<file path="config.mk">
export PLATFORM = sky130hd
export DESIGN_NAME = key_debounce_bank
export DESIGN_NICKNAME = d
export VERILOG_FILES = /design/src/rtl/key_debounce_bank_pkg.sv /design/src/rtl/key_debounce_bank_debounce_bit.sv /design/src/rtl/key_debounce_bank.sv
export SDC_FILE = /design/constraint.sdc
export NUM_CORES = 1
export LEC_CHECK = 0
export ABC_AREA = 1
export BUFFER_PORTS_ARGS = -buffer_cell sky130_fd_sc_hd__buf_2
export CAP_MARGIN = 20
export CORE_MARGIN = 2
export CORE_UTILIZATION = 55
export DETAILED_ROUTE_END_ITERATION = 8
export GPL_TIMING_DRIVEN = 0
export PLACE_DENSITY = 0.79
export SLEW_MARGIN = 10
export SYNTH_ARGS = -nofsm -noshare
export SYNTH_HDL_FRONTEND = slang
export SYNTH_SLANG_ARGS = --single-unit
</file>
<file path="constraint.sdc">
create_clock -name Clk -period 6.1 [get_ports Clk]
set_input_delay 0.915 -clock Clk [delete_from_list [all_inputs] [get_ports Clk]]
set_output_delay 0.915 -clock Clk [all_outputs]
set_load 0.05 [all_outputs]
</file>
<file path="src/rtl/key_debounce_bank_pkg.sv">
// key_debounce_bank_pkg
//   Shared definitions for the key debounce bank: the per-channel state
//   encoding and the default timing constants (50 MHz board clock).
package key_debounce_bank_pkg;

  // Channel state encoding
  localparam logic [1:0] ST_IDLE_LOW  = 2'd0;
  localparam logic [1:0] ST_WAIT_HIGH = 2'd1;
  localparam logic [1:0] ST_IDLE_HIGH = 2'd2;
  localparam logic [1:0] ST_WAIT_LOW  = 2'd3;

  typedef enum logic [1:0] {
    IDLE_LOW  = ST_IDLE_LOW,
    WAIT_HIGH = ST_WAIT_HIGH,
    IDLE_HIGH = ST_IDLE_HIGH,
    WAIT_LOW  = ST_WAIT_LOW
  } db_state_e;

  // Default timing: 20 ms of stable input at 50 MHz
  localparam int DEF_WIDTH         = 4;
  localparam int DEF_SYNC_STAGES   = 2;
  localparam int DEF_STABLE_CYCLES = 1000000;
  localparam int DEF_CNT_W         = 20;

endpackage

</file>
<file path="src/rtl/key_debounce_bank_debounce_bit.sv">
// debounce_bit
//   One debounce channel: SYNC_STAGES-deep synchronizer, qualification
//   counter and a four-state FSM. A new level is accepted only after
//   STABLE_CYCLES consecutive identical synchronized samples.
// Ports:
//   Clk   - system clock, rising edge
//   Reset - asynchronous, active-high
//   Din   - raw asynchronous input (no inversion)
//   DB    - debounced level (registered)
//   Rise  - one-cycle pulse on DB 0->1 (registered)
//   Fall  - one-cycle pulse on DB 1->0 (registered)
//   Busy  - high while a candidate change is being qualified (registered)
module debounce_bit
  import key_debounce_bank_pkg::*;
#(
  parameter int SYNC_STAGES   = DEF_SYNC_STAGES,
  parameter int STABLE_CYCLES = DEF_STABLE_CYCLES,
  parameter int CNT_W         = DEF_CNT_W
) (
  input  logic Clk,
  input  logic Reset,
  input  logic Din,
  output logic DB,
  output logic Rise,
  output logic Fall,
  output logic Busy
);

  localparam logic [CNT_W-1:0] CNT_LAST = CNT_W'(STABLE_CYCLES - 1);

  logic [SYNC_STAGES-1:0] sync_q, sync_d;
  db_state_e              state_q, state_d;
  logic [CNT_W-1:0]       cnt_q, cnt_d;
  logic                   db_q, db_d;
  logic                   rise_q, rise_d;
  logic                   fall_q, fall_d;
  logic                   busy_q, busy_d;
  logic                   s;

  assign sync_d = {sync_q[SYNC_STAGES-2:0], Din};
  assign s      = sync_q[SYNC_STAGES-1];

  always_comb begin
    state_d = state_q;
    cnt_d   = '0;
    rise_d  = 1'b0;
    fall_d  = 1'b0;
    unique case (state_q)
      IDLE_LOW: begin
        if (s) begin
          state_d = WAIT_HIGH;
          cnt_d   = CNT_W'(1);
        end
      end
      WAIT_HIGH: begin
        if (!s) begin
          state_d = IDLE_LOW;            // bounce: drop candidate silently
        end else if (cnt_q == CNT_LAST) begin
          state_d = IDLE_HIGH;
          rise_d  = 1'b1;
        end else begin
          cnt_d   = cnt_q + CNT_W'(1);
        end
      end
      IDLE_HIGH: begin
        if (!s) begin
          state_d = WAIT_LOW;
          cnt_d   = CNT_W'(1);
        end
      end
      WAIT_LOW: begin
        if (s) begin
          state_d = IDLE_HIGH;
        end else if (cnt_q == CNT_LAST) begin
          state_d = IDLE_LOW;
          fall_d  = 1'b1;
        end else begin
          cnt_d   = cnt_q + CNT_W'(1);
        end
      end
      default: state_d = IDLE_LOW;
    endcase
    // Level outputs follow the next state so they are registered alongside it
    db_d   = (state_d == IDLE_HIGH) || (state_d == WAIT_LOW);
    busy_d = (state_d == WAIT_HIGH) || (state_d == WAIT_LOW);
  end

  always_ff @(posedge Clk or posedge Reset) begin
    if (Reset) begin
      sync_q  <= '0;
      state_q <= IDLE_LOW;
      cnt_q   <= '0;
      db_q    <= 1'b0;
      rise_q  <= 1'b0;
      fall_q  <= 1'b0;
      busy_q  <= 1'b0;
    end else begin
      sync_q  <= sync_d;
      state_q <= state_d;
      cnt_q   <= cnt_d;
      db_q    <= db_d;
      rise_q  <= rise_d;
      fall_q  <= fall_d;
      busy_q  <= busy_d;
    end
  end

  assign DB   = db_q;
  assign Rise = rise_q;
  assign Fall = fall_q;
  assign Busy = busy_q;

endmodule

</file>
<file path="src/rtl/key_debounce_bank.sv">
// key_debounce_bank
//   Bank of WIDTH independent debounce channels for raw DE2 keys/switches.
//   Produces synchronized debounced levels plus one-cycle edge pulses.
// Ports:
//   Clk   - 50 MHz system clock
//   Reset - asynchronous, active-high
//   Din   - [WIDTH] raw asynchronous inputs
//   DB    - [WIDTH] debounced levels
//   Rise  - [WIDTH] one-cycle pulse on DB 0->1
//   Fall  - [WIDTH] one-cycle pulse on DB 1->0
//   Busy  - [WIDTH] channel qualifying a candidate change
module key_debounce_bank
  import key_debounce_bank_pkg::*;
#(
  parameter int WIDTH         = DEF_WIDTH,
  parameter int SYNC_STAGES   = DEF_SYNC_STAGES,
  parameter int STABLE_CYCLES = DEF_STABLE_CYCLES,
  parameter int CNT_W         = DEF_CNT_W
) (
  input  logic             Clk,
  input  logic             Reset,
  input  logic [WIDTH-1:0] Din,
  output logic [WIDTH-1:0] DB,
  output logic [WIDTH-1:0] Rise,
  output logic [WIDTH-1:0] Fall,
  output logic [WIDTH-1:0] Busy
);

  for (genvar i = 0; i < WIDTH; i++) begin : g_ch
    debounce_bit #(
      .SYNC_STAGES  (SYNC_STAGES),
      .STABLE_CYCLES(STABLE_CYCLES),
      .CNT_W        (CNT_W)
    ) u_db (
      .Clk  (Clk),
      .Reset(Reset),
      .Din  (Din[i]),
      .DB   (DB[i]),
      .Rise (Rise[i]),
      .Fall (Fall[i]),
      .Busy (Busy[i])
    );
  end

endmodule

</file>
==> results of run 1 <==
[logic make-up after synthesis]
family,Yosys count,share of synthesized area
xor gates and xnor gates,39,0.0609
adders and majority gates,4,0.00893
and+or+nand+nor,470,0.360
DFF,108,0.482
AOI/OAI and AO/OA,9,0.00803
buffers and inverters,100,0.0799
[power by group through the flow]
stage	Clock, mW	Sequential, mW	Combinational [mW]
global route	0.457	0.731	0.0607
finish	0.414	0.729	0.0516
global placement	0	0.743	0.0497
CTS	0.432	0.729	0.0537
detailed placement	0	0.743	0.0536
floorplan	0	0.742	0.0393
[critical path: stages, from the launching register on]
cell and delay, ns:
dfrtp_1 0.45, buf_4 0.14, buf_2 0.25
[per-layer routing]
metal | part of all wire | global-route usage
met2 | 0.50 | 0.350
met4 | 0.013 | 0.0743
met5 | 0 | 0
met3 | 0.026 | 0.0405
met1 | 0.46 | 0.251
[sequential cells by signal, summed over array words and instances (netlist names)]
signal and flops:
g_ch.u_db.Fall 4, g_ch.u_db.Rise 4, g_ch.u_db.DB 4, g_ch.u_db.sync_q 8
g_ch.u_db.Busy 2, g_ch.u_db.state_q 6, g_ch.u_db.cnt_q 80
[worst min path at each step]
stage / from / endpoint / cells after the start
after detailed placement: g_ch[1].u_db.sync_q[0] / g_ch[1].u_db.sync_q[1] / 0
after CTS: g_ch[1].u_db.sync_q[0] / g_ch[1].u_db.sync_q[1] / 0
final: g_ch[1].u_db.sync_q[0] / g_ch[1].u_db.sync_q[1] / 0
after global placement: g_ch[1].u_db.sync_q[0] / g_ch[1].u_db.sync_q[1] / 0
after global routing: g_ch[1].u_db.sync_q[0] / g_ch[1].u_db.sync_q[1] / 0
after floorplan: g_ch[0].u_db.sync_q[0] / g_ch[0].u_db.sync_q[1] / 0
[final cells by class]
type	count	area, µm²	area share
sequential	108	2700	0.444
clock buffer	10	138	0.0226
clock inverter	6	46.3	0.00760
tap	133	166	0.0273
buffer	17	131	0.0216
multi-input combinational	522	2450	0.403
timing repair buffer	22	133	0.0218
inverter	83	322	0.0528
[layout by cell type, fill, tap and decap left out, drive strengths merged]
cell type	instances
clkbuf	10
nor3	9
inv	85
or2	2
nor2	203
xor2	32
xnor2	7
nand3	38
nand3b	2
a21oi	5
nand2	201
dfrtp	108
clkinvlp	2
clkinv	2
buf	39
ha	4
nand4	15
o21ai	4
==> summary.txt, run 1 <==
status: complete, no violations
clk sink count: 108
ys flop type: dfrtp_1
crit start category: flop
global route overflow: 0
critical path class: reg2out
antenna violations before repair: 0
Yosys cell types: 25
Die Ht: 105 µm
post-route ant nets: 0
Max Cap Viol: 0
Slew @ Worst Pin: 0.386 ns
register bit count reported by yosys: 108
Routed WL per cell: 11.1 µm
placed cell count: 885
most frequent cells after synthesis: 196 x nand2_1, 177 x nor2_1, 108 x dfrtp_1
number of global-route vias before repair: 4,373
Worst Path Required: 5.18 ns
EDFF count, synth: 0
Max Fanout on Critical Path: 5
sw frac: 0.247
first drt pass iteration count: 4
final instance area: 0.00609 mm²
Post-CTS Hold Buffers: 0
total global-route track usage: 0.203
Critical R2R Launch: g_ch[3].u_db.cnt_q[0]
yosys warns: 0
I/O Buffers: 21
switching power: 0.295 mW
fraction of layout cells with a size suffix above 1: 0.124
asr flop ratio synth: 1.00
Final setup viols: 0
Die X: 105 µm
WHS: 0.358 ns
via count: 4,390
Clock Latency Late Sink: 0.38 ns
Post-Layout Cell Count: 901
Reg2Reg Capture Point: g_ch[3].u_db.cnt_q[3]
Total Routed Length: 10.0 mm
Clk pwr share: 0.347
Fillers: 899
Final Wtd Congestion: 0.910
final period utilization: 0.349
Antenna Diode Count: 0
final worst slack: 3.97 ns
Post-CTS Setup Inserts: 0
Arr. time, crit path: 1.22 ns
Worst R2R Setup Slack: 4.45 ns
Die ar.: 0.0110 mm²
I/O Pins: 22
Worst R2R Path Depth: 9
CTS tree: done
DPL Wire Length: 7.28 mm
Period minus WS final: 2.13 ns
H-Tree Depth: 3
Combinational Power Share: 0.043
Synth Net Count: 740
Setup crit start: g_ch[2].u_db.Busy
Initial DRC Count: 171
Util after Layout: 0.621
Final Hold Viols: 0
Max-Slew Margin vs Limit: 0.742
Area after DPL: 0.00591 mm²
row count: 36
P_int: 0.900 mW
Mean Syn Cell Area: 7.68 µm²
Initial Util: 0.571
setup TNS: 0 ns
Num CTS Buffers: 9
final net count: 773
DRC Markers: 0
core box area: 0.00982 mm²
Peak VDD IR: 0.158 mV
CTS max path bufs: 2
post-CTS resize count: 0
CTS root buf: clkbuf_8
P_leak: 2.77 nW
Fin Clk Skew: 0.00947 ns
first-pass GRT wire length: 18.3 mm
CP endpoint kind: output port
pre-CTS setup slack: 4.37 ns
PwrDens: 196 mW/mm²
Seq/Total Area, Yosys: 0.482
Via density: 4.87
pins over their slew limit: 0
synthesized area: 0.00561 mm²
worst hold path type: reg2reg
area leader, netlist: dfrtp_1
Syn Inst Count: 730
most numerous cell in the Yosys netlist: nand2_1
worst setup path end: Busy[2]
Worst-path clk slew: 0.10 ns
sequential fraction of design power: 0.610
RSZ-0062 raised after global routing: false
main area contributors after synthesis: dfrtp_1 48%, nand2_1 13%, nor2_1 12%
largest net degree at the start of global routing: 83
Yosys top cell area share: 0.482
Power, Total: 1.20 mW
Fmax: 469 MHz
Area Growth Syn to Fin: 8.71%
No activity file was read; power rests on OpenSTA's default activity.
==> run 2: changes to the inputs <==
clock period = 2.15 ns   (was 6.1 ns; I/O delays follow)
==> run 2 against run 1 <==
  * Non-clock buffer count increased by 3
  * Die area unchanged
  * Utilization increased by 0.97 points
==> summary.txt, run 2 (same netlist as run 1, synthesis figures left out) <==
Final Hold Viols: 0
fraction of layout cells with a size suffix above 1: 0.126
Biggest register: g_ch.u_db.cnt_q
Arr. time, crit path: 1.97 ns
Num CTS Buffers: 9
Initial DRC Count: 231
DRC Markers: 0
WHS: 0.0331 ns
CP endpoint kind: flop
row count: 36
max reg flops: 80
Post-Layout Cell Count: 904
Worst R2R Setup Slack: 0.50 ns
global route overflow: 0
Fmax: 604 MHz
Util after Layout: 0.630
CTS root buf: clkbuf_8
Via density: 4.95
Clock Latency Late Sink: 0.38 ns
pins over their slew limit: 0
Routed WL per cell: 11.5 µm
Fin Clk Skew: 0.00916 ns
Max Cap Viol: 0
final period utilization: 0.770
DPL Wire Length: 7.73 mm
antenna violations before repair: 0
clk sink count: 108
Hold Startpoint: Din[1]
Slew @ Worst Pin: 0.410 ns
core box area: 0.00982 mm²
worst hold path type: in2reg
status: complete, no violations
Worst Path Required: 2.47 ns
H-Tree Depth: 3
I/O Pins: 22
final worst slack: 0.495 ns
Die Ht: 105 µm
via count: 4,475
Max-Slew Margin vs Limit: 0.726
I/O Buffers: 21
Antenna Diode Count: 0
commonest cells after routing, fill and taps aside: 196 x nand2_1, 177 x nor2_1, 108 x dfrtp_1, 76 x inv_1, 37 x nand3_1
commonest non-fill, non-tap cell in the layout: nand2_1
Area Growth Syn to Fin: 10.4%
number of global-route vias before repair: 4,564
Die ar.: 0.0110 mm²
post-route ant nets: 0
Worst-path clk slew: 0.11 ns
Peak VDD IR: 0.490 mV
Period minus WS final: 1.65 ns
placed cell count: 887
P_leak: 2.81 nW
largest registers: g_ch.u_db.cnt_q x80, g_ch.u_db.sync_q x8, g_ch.u_db.state_q x6
PwrDens: 587 mW/mm²
largest net degree at the start of global routing: 38
crit start category: flop
Max Fanout on Critical Path: 10
final net count: 776
CTS max path bufs: 2
total global-route track usage: 0.208
Critical R2R Launch: g_ch[3].u_db.cnt_q[0]
critical path class: reg2reg
Final setup viols: 0
CTS tree: done
Setup crit start: g_ch[3].u_db.cnt_q[0]
Total Routed Length: 10.4 mm
pre-CTS setup slack: 0.488 ns
RSZ-0062 raised after global routing: false
Die X: 105 µm
first-pass GRT wire length: 18.9 mm
Final Wtd Congestion: 0.890
Initial Util: 0.571
first drt pass iteration count: 5
post-CTS resize count: 0
## run 2: cell count changes in the layout (fill, tap and decap cells not counted), sizes merged
cell	previous run	this run
buf	39	41
bufinv	0	2
clkbuf	10	9
clkinvlp	2	1
dlygate4sd3	0	1
## run 2: path summary, 6_finish.rpt
path,to,cells past startpoint
max in group asynchronous,g_ch[1].u_db.cnt_q[11],5
min reg2reg,g_ch[0].u_db.sync_q[1],0
min in group asynchronous,g_ch[2].u_db.cnt_q[5],3
max,g_ch[3].u_db.cnt_q[4],9
min,g_ch[1].u_db.sync_q[0],1
max reg2reg,g_ch[3].u_db.cnt_q[4],9
## run 2: per-layer routing
metal / part of all wire / routed length, µm / global-route usage
met5: 0 / 0 / 0
met4: 0.0094 / 97 / 0.0667
met3: 0.031 / 319 / 0.0555
met2: 0.50 / 5190 / 0.361
met1: 0.46 / 4740 / 0.251
## run 2: stage by stage
stage / setup TNS, ns / cell area, µm² / total power, mW
CTS: 0 / 6190 / 3.68
floorplan: 0 / 5610 / 2.22
finish: 0 / 6190 / 3.63
global route: 0 / 6190 / 3.78
detailed placement: 0 / 5950 / 2.27
global placement: -13.63 / 5880 / 2.25
## run 2: report_power, final
group	total, mW	internal [mW]	switching [mW]
Combinational	0.158	0.0494	0.108
Clock	1.41	0.676	0.730
Sequential	2.07	2.05	0.0186
Total	3.63	2.78	0.857
## run 2: worst max-delay path, cell delays in order (launching register included)
cell and delay, ns:
dfrtp_1 0.41, ha_1 0.24, nand3_1 0.17, inv_1 0.08, nand3_1 0.10, nor2_2 0.07, nor2_4 0.21, inv_2 0.07
buf_6 0.14, nor2_1 0.10
## run 2: final cells by class
type	instances	area, µm²
Fill cell	891	3630
Inverter	83	320
Tap cell	133	166
Sequential cell	108	2700
Clock inverter	7	106
Timing Repair Buffer	25	183
Clock buffer	9	124
Multi-Input combinational cell	522	2450
Buffer	17	131
## run 2: timing repair
item | CTS | global route
hold endpoints to repair | 14 | 0
buffers inserted | 0 | 0
hold buffers | 1 | 0
==> run 3: changes to the inputs <==
PLACE_DENSITY = 0.82   (was 0.79)
clock period = 1.32 ns   (was 2.15 ns; I/O delays follow)
==> run 3 against run 2 <==
  * The flow now finishes with violations (negative setup slack)
  * Fmax is 8.2% higher
  * Wire length increased by 26%
  * Die area unchanged
  * Setup slack got worse by 0.71 ns
  * Total power rose by 58%
  * Critical path type unchanged
  * Register-to-register slack got worse by 0.71 ns
  * Final cell count rose by 4.8%
  * Sequential share of layout area decreased by 6.0 points
  * Hold slack gained 0.32 ns
  * Clock skew up 0.0023 ns
  * Largest power group unchanged
  * Sequential power grew 63%
==> summary.txt, run 3 (same netlist as run 1, synthesis figures left out) <==
Antenna Diode Count: 0
Clock Latency Late Sink: 0.39 ns
worst setup path end: g_ch[1].u_db.cnt_q[7]
Max Cap Viol: 0
DPL Wire Length: 8.02 mm
Fillers: 697
Total Routed Length: 13.0 mm
worst hold path type: reg2reg
Via density: 5.08
Slew @ Worst Pin: 0.463 ns
Final Wtd Congestion: 0.887
max reg flops: 80
first drt pass iteration count: 5
Die X: 105 µm
Critical R2R Launch: g_ch[1].u_db.cnt_q[13]
CTS tree: done
Worst R2R Setup Slack: -0.21 ns
row count: 36
P_leak: 3.15 nW
commonest cells after routing, fill and taps aside: 157 x nand2_1, 131 x nor2_1, 101 x dfrtp_1, 69 x inv_1, 45 x nor2_2
Arr. time, crit path: 1.81 ns
DRC Markers: 0
H-Tree Depth: 3
Die Ht: 105 µm
Worst R2R Path Depth: 9
CTS root buf: clkbuf_8
switching power: 1.46 mW
Die ar.: 0.0110 mm²
Worst-path clk slew: 0.10 ns
P_int: 4.29 mW
Biggest register: g_ch.u_db.cnt_q
first-pass GRT wire length: 20.7 mm
Fin Clk Skew: 0.0115 ns
Max-Slew Margin vs Limit: 0.691
Setup crit start: g_ch[1].u_db.cnt_q[13]
commonest non-fill, non-tap cell in the layout: nand2_1
Area after DPL: 0.00600 mm²
Num CTS Buffers: 9
Initial Util: 0.571
core box area: 0.00982 mm²
fraction of layout cells with a size suffix above 1: 0.326
CP endpoint kind: flop
Post-Layout Cell Count: 947
critical path class: reg2reg
final worst slack: -0.210 ns
antenna violations before repair: 0
Clk pwr share: 0.343
Final Hold Viols: 0
WHS: 0.356 ns
largest net degree at the start of global routing: 38
crit start category: flop
CTS max path bufs: 2
Util after Layout: 0.734
Combinational Power Share: 0.070
sw frac: 0.254
status: finished, violations left
number of global-route vias before repair: 4,692
via count: 4,815
Area Growth Syn to Fin: 28.5%
Reg2Reg Capture Point: g_ch[1].u_db.cnt_q[7]
final net count: 819
post-route ant nets: 0
failing checks: negative setup slack
PwrDens: 798 mW/mm²
pins over their slew limit: 0
Final setup viols: 99
final instance area: 0.00720 mm²
I/O Buffers: 21
global route overflow: 0
Worst Path Required: 1.60 ns
sequential fraction of design power: 0.588
placed cell count: 887
Initial DRC Count: 230
clk sink count: 108
I/O Pins: 22
Peak VDD IR: 0.559 mV
setup TNS: -13.80 ns
Routed WL per cell: 13.7 µm
total global-route track usage: 0.230
final period utilization: 1.16
largest registers: g_ch.u_db.cnt_q x80, g_ch.u_db.sync_q x8, g_ch.u_db.state_q x6
Period minus WS final: 1.53 ns
Fmax: 654 MHz
Max Fanout on Critical Path: 5
RSZ-0062 raised after global routing: true
run 3: cell count changes in the layout (fill, tap and decap cells not counted), sizes merged:
cell	before	now
buf	41	77
bufinv	2	0
clkbuf	9	11
clkinv	2	7
clkinvlp	1	3
dlygate4sd3	1	5
inv	85	81
run 3: worst min-delay path by stage:
stage / start / to / slack [ns] / depth (start not counted)
2_1_floorplan: Din[0] / g_ch[0].u_db.sync_q[0] / 0.23 / 0
3_3_place_gp: Din[2] / g_ch[2].u_db.sync_q[0] / 0.31 / 1
3_5_place_dp: Reset / g_ch[3].u_db.DB / 0.25 / 2
4_1_cts: g_ch[2].u_db.sync_q[0] / g_ch[2].u_db.sync_q[1] / 0.36 / 0
5_1_grt: g_ch[1].u_db.sync_q[0] / g_ch[1].u_db.sync_q[1] / 0.37 / 0
6_report: g_ch[2].u_db.sync_q[0] / g_ch[2].u_db.sync_q[1] / 0.36 / 0
run 3: layer usage:
metal,GRT usage,part of all wire
met1,0.273,0.40
met2,0.413,0.54
met3,0.0443,0.040
met4,0.0848,0.019
met5,0,0
run 3: area by class of cell:
cell class,instances,area (µm²),area share
Inverter,83,348,0.0483
Multi-Input combinational cell,522,3040,0.422
Timing Repair inverter,3,30.0,0.00417
Sequential cell,108,2710,0.376
Buffer,16,124,0.0172
Clock inverter,5,35.0,0.00486
Timing Repair Buffer,66,598,0.0830
Clock buffer,11,151,0.0210
Tap cell,133,166,0.0231
run 3: worst max-delay path, cell delays in order, from the launching register on:
cell and delay (ns):
dfrtp_1 0.45, inv_1 0.11, nand2_1 0.08, nor2_1 0.16, nand3_2 0.13, nor2_4 0.17, nor2_4 0.07, buf_8 0.14
clkinv_8 0.07, nor2_4 0.03
run 3: power by group through the flow:
stage          sequential [mW]  combinational (mW)  clock, mW
2_1_floorplan             3.43               0.183          0
3_3_place_gp              3.44               0.231          0
3_5_place_dp              3.44               0.262          0
4_1_cts                   3.37               0.362       1.97
5_1_grt                   3.38               0.440       2.14
6_report                  3.38               0.400       1.97
run 3: what timing repair did:
item	in CTS	in global routing
hold buffers	5	0
endpoints found under the setup margin	105	106
pin swaps	33	29
resized for setup	93	102
endpoints found under the hold margin	20	0
cloned	3	1
buffers inserted	25	11
run 3: metrics by stage:
step / total power [mW] / setup slack (ns)
2_1_floorplan: 3.61 / -0.180
3_3_place_gp: 3.67 / -0.837
3_5_place_dp: 3.70 / -0.249
4_1_cts: 5.71 / -0.155
5_1_grt: 5.96 / -0.323
6_report: 5.75 / -0.210
